**src/rtl/hazard_stall_unit.sv**
```systemverilog
// Pipeline interlock: load-use bubbles, data-memory wait freeze, branch flush and a memory-latency watchdog.
// Optional build macro STALL_COUNTER_EN adds the stall_cnt_o statistics counter.
module hazard_stall_unit #(
  parameter int TIMEOUT = 64,
  parameter int CNT_W   = 32
) (
  input  logic             clk_i,
  input  logic             rst_i,
  input  logic [4:0]       ifid_rs_i,
  input  logic [4:0]       ifid_rt_i,
  input  logic             idex_memread_i,
  input  logic [4:0]       idex_rt_i,
  input  logic             exmem_memreq_i,
  input  logic             dmem_ready_i,
  input  logic             branch_taken_i,
  output logic             pc_write_o,
  output logic             ifid_write_o,
  output logic             ifid_flush_o,
  output logic             idex_bubble_o,
  output logic             pipe_hold_o,
`ifdef STALL_COUNTER_EN
  output logic             mem_err_o,
  output logic [CNT_W-1:0] stall_cnt_o
`else
  output logic             mem_err_o
`endif
);

  localparam int WCW = $clog2(TIMEOUT + 1);
  localparam logic [WCW-1:0] TIMEOUT_W = WCW'(TIMEOUT);
  localparam logic [WCW-1:0] ONE_W     = WCW'(1);

  typedef enum logic {
    RUN,
    MEM_WAIT
  } state_t;

  state_t         state;
  logic [WCW-1:0] wait_cnt;
  logic [WCW-1:0] wait_next;
  logic           mem_stall;
  logic           lu_hazard;

  if (TIMEOUT < 1 || CNT_W < 1) begin : g_bad_param
    $error("hazard_stall_unit: TIMEOUT and CNT_W must be at least 1");
  end

  assign mem_stall = exmem_memreq_i && !dmem_ready_i;
  assign lu_hazard = idex_memread_i && (idex_rt_i != 5'd0) &&
                     ((idex_rt_i == ifid_rs_i) || (idex_rt_i == ifid_rt_i));

  // Control outputs ignore FSM state; a branch seen during a bubble is
  // kept in ID and resolved again next cycle, so no flush then.
  always_comb begin
    pc_write_o    = 1'b1;
    ifid_write_o  = 1'b1;
    ifid_flush_o  = 1'b0;
    idex_bubble_o = 1'b0;
    pipe_hold_o   = 1'b0;
    if (!rst_i) begin
      pc_write_o    = 1'b0;
      ifid_write_o  = 1'b0;
      idex_bubble_o = 1'b1;
    end else if (mem_stall) begin
      pc_write_o   = 1'b0;
      ifid_write_o = 1'b0;
      pipe_hold_o  = 1'b1;
    end else if (lu_hazard) begin
      pc_write_o    = 1'b0;
      ifid_write_o  = 1'b0;
      idex_bubble_o = 1'b1;
    end else if (branch_taken_i) begin
      ifid_flush_o = 1'b1;
    end
  end

  assign wait_next = (wait_cnt >= TIMEOUT_W) ? TIMEOUT_W : wait_cnt + ONE_W;

  always_ff @(posedge clk_i or negedge rst_i) begin
    if (!rst_i) begin
      state     <= RUN;
      wait_cnt  <= '0;
      mem_err_o <= 1'b0;
    end else begin
      case (state)
        RUN: begin
          if (mem_stall) begin
            state    <= MEM_WAIT;
            wait_cnt <= ONE_W;
            if (ONE_W >= TIMEOUT_W) mem_err_o <= 1'b1;
          end
        end
        MEM_WAIT: begin
          if (dmem_ready_i || !exmem_memreq_i) begin
            state    <= RUN;
            wait_cnt <= '0;
          end else begin
            wait_cnt <= wait_next;
            if (wait_next >= TIMEOUT_W) mem_err_o <= 1'b1;
          end
        end
        default: begin
          state    <= RUN;
          wait_cnt <= '0;
        end
      endcase
    end
  end

`ifdef STALL_COUNTER_EN
  // Counts every edge on which the PC was held, wrapping naturally.
  always_ff @(posedge clk_i or negedge rst_i) begin
    if (!rst_i) begin
      stall_cnt_o <= '0;
    end else if (!pc_write_o) begin
      stall_cnt_o <= stall_cnt_o + CNT_W'(1);
    end
  end
`endif

endmodule

```
**config.mk**
```make
export PLATFORM = sky130hd
export DESIGN_NAME = hazard_stall_unit
export DESIGN_NICKNAME = d
export VERILOG_FILES = /design/src/rtl/hazard_stall_unit.sv
export SDC_FILE = /design/constraint.sdc
export NUM_CORES = 1
export LEC_CHECK = 0
export BUFFER_PORTS_ARGS = -buffer_cell sky130_fd_sc_hd__buf_4
export CAP_MARGIN = 20
export CORE_MARGIN = 8
export CORE_UTILIZATION = 44
export CTS_CLUSTER_SIZE = 10
export DETAILED_ROUTE_END_ITERATION = 16
export GPL_TIMING_DRIVEN = 1
export HOLD_SLACK_MARGIN = 0.08
export PLACE_DENSITY = 0.75
export RECOVER_POWER = 25
export SYNTH_ARGS = -nofsm -noshare
export SYNTH_HDL_FRONTEND = slang
export SYNTH_SLANG_ARGS = --single-unit
```
**constraint.sdc**
```tcl
create_clock -name clk_i -period 1.6 [get_ports clk_i]
set_input_delay 0.08 -clock clk_i [delete_from_list [all_inputs] [get_ports clk_i]]
set_output_delay 0.08 -clock clk_i [all_outputs]
set_load 0.005 [all_outputs]
```
==> results_dict.tcl <==
set metrics [dict create \
    status "complete, no violations" \
    cp.arrival_ns 1.39 \
    postCtsResizedCells 0 \
    syn_area_um2 608 \
    final_area_um2 851 \
    grt_max_degree 12 \
    synth.top_cells.by_area "dfrtp_1 (37%), xnor2_1 (14%), o21ai_0 (7.4%), ha_1 (4.1%), nand2_1 (3.7%)" \
    tightest_slew_ns 0.312 \
    yosys_register_bits 9 \
    syn_inst 68 \
    antenna_left 0 \
    final_core_util_pct 65.4 \
    drv_slew 0 \
    netlist.area_leader.share_pct 37.0 \
    io_pins 27 \
    hold_viol 0 \
    dpl_cell_area_um2 822 \
    grt_use_total_pct 12.3 \
    die_x_um 53.2 \
    cts_tree "yes" \
    port_buffers 26 \
    setup_slack_ns 0.126 \
    vias_per_cell 5.22 \
    grt_pass1_wl_mm 2.64 \
    wl_per_cell_um 14.9 \
    firstDrtPassIters 4 \
    finalWeightedCongestion 0.751 \
    die_y_um 53.2 \
    start_util_pct 46.7 \
    core_area_um2 1300 \
    clk_latency_ns 0.26 \
    setup-tns-final_ns 0 \
    syn_nets 91 \
    worstPathRequired_ns 1.52 \
    ctsHtreeMaxLevel 1 \
    slew-limit-headroom_pct 79.1 \
    cts_made_buffers 3 \
    drt_iter0_drc 17 \
    worstSetupPathType "input port to primary output" \
    vdd_drop_max_mv 0.494 \
    syn_to_final_growth_pct 39.9 \
    cp-start-kind "input port" \
    yosysSeqAreaShare_pct 37.0 \
    fin_crit_ns 1.47 \
    antenna_found_initial 0 \
    timing.final.crit_share_pct 92.1 \
    leakagePower_nw 0.410 \
    finalNetCount 123 \
    avgSynthCellArea_um2 8.94 \
    hp-class "input port to asynchronous set/reset pin" \
    dpl_worst_slack_ns 0.122 \
    end_kind "primary output" \
    drive_above_1_share_pct 32.3 \
    drt-total-wl_mm 1.70 \
    place_hpwl_mm 1.32 \
    fmax_ghz 0.678 \
    cts.sinks 9 \
    cp_max_fo 3 \
    power.density_nw_per_um2 654 \
    ys_warn_count 0 \
    clock_skew_ns 0.00250 \
    cap_violations 0 \
    vias 595 \
    cts_buffer_depth 2 \
    rsz0062_at_grt "false" \
    synth_top_area_cell "dfrtp_1" \
    dp.cells 109 \
    die_area_um2 2830 \
    setup_viol 0 \
    grt_overflow 0 \
    synth_cell_types 24 \
    finalNonFillerCells 114 \
    drt_drc_violations_left 0 \
    cts-root-buf "clkbuf_4" \
    num_antenna_cells 0 \
    row_count 13 \
    grt_pass1_vias 580 \
    path_clk_slew_ns 0.06 \
]
[cells in the final DEF, fill, tap and decap left out, types with 2 or more instances in the layout]
cell type   n
buf_4      27
and3_1      2
o21a_1      2
nand3_1     4
nand2_1     6
dfrtp_1     9
xnor2_1    10
nor2_1      5
nand2b_1    2
clkbuf_4    3
o21ai_0     9
a21oi_1     2
inv_1       4
ha_1        2
[stage by stage]
step	hold WS [ns]	total power, W
after floorplan	-0.216	0.000312
after global placement	-0.0845	0.000384
after detailed placement	-0.0832	0.000387
after CTS	0.147	0.000564
after global routing	0.248	0.000582
final	0.240	0.000556
[state kept, by name, summed over array words and instances (netlist names)]
name	flops
mem_err_o	1
state	1
wait_cnt	7
[cell families (layout without fill, tap and decap cells)]
| family | after synthesis | in the layout | share of synthesized area [%] |
|---|---|---|---|
| simple gates | 23 | 23 | 20.8 |
| compound gates | 19 | 19 | 20.0 |
| flops | 9 | 9 | 37.0 |
| buf+inv | 5 | 36 | 3.70 |
| xor+xnor | 10 | 10 | 14.4 |
| fa+ha+maj | 2 | 2 | 4.11 |
[cells in the mapped netlist]
master     instances
a211oi_2           1
a21oi_1            2
a22o_1             1
a31o_1             1
a31o_2             1
a31oi_1            1
and3_1             2
buf_4              1
dfrtp_1            9
ha_1               2
inv_1              4
nand2_1            6
nand2b_1           1
nand2b_4           1
nand3_1            4
nand4_1            1
nand4bb_1          1
nor2_1             5
nor3b_1            1
o21a_1             2
o21ai_0            9
o22ai_1            1
or4_1              1
xnor2_1           10
[path summary, 6_finish.rpt]
| kind | from | endpoint | slack, ns | depth (start not counted) |
|---|---|---|---|---|
| worst min register to register | mem_err_o | mem_err_o | 0.47 | 1 |
| worst min-delay path | rst_i | wait_cnt[2] | 0.24 | 2 |
| worst max-delay path | idex_rt_i[1] | ifid_write_o | 0.13 | 5 |
| worst max register to register | wait_cnt[0] | wait_cnt[6] | 0.16 | 5 |
| min in group clk_i | exmem_memreq_i | wait_cnt[6] | 0.28 | 4 |
| max in group asynchronous | rst_i | wait_cnt[6] | 1.21 | 2 |
[what timing repair did]
item / in CTS / in global routing
setup buffers: 0 / 0
setup endpoints to repair: 0 / 0
hold buffers: 1 / 0
endpoints found under the hold margin: 9 / 0
[critical path: stages]
cell and delay, ns:
buf_4 0.12, or4_1 0.53, o21a_1 0.22, a211oi_2 0.27, buf_4 0.16
[per-layer routing]
layer  vias up  track usage [%]  part of all wire (%)
met4         0             6.30                  0.59
met1       272             14.6                    48
met2        20             19.7                    44
li1        301                -                     -
met3         2             3.36                   7.6
met5         -                0                     0
[area by class of cell]
class / count / area, um2
Fill cell: 112 / 450
Multi-Input combinational cell: 54 / 353
Sequential cell: 9 / 225
Timing Repair Buffer: 28 / 213
Clock buffer: 4 / 26.3
Tap cell: 15 / 18.8
Inverter: 4 / 15.0
[power breakdown]
part	total, W	switching (W)	internal (W)	leakage, nW
clock	0.000173	0.0000769	0.0000960	0.0150
combinational	0.000137	0.0000584	0.0000782	0.274
sequential	0.000247	0.0000109	0.000236	0.122
No activity file was read; power rests on OpenSTA's default activity.
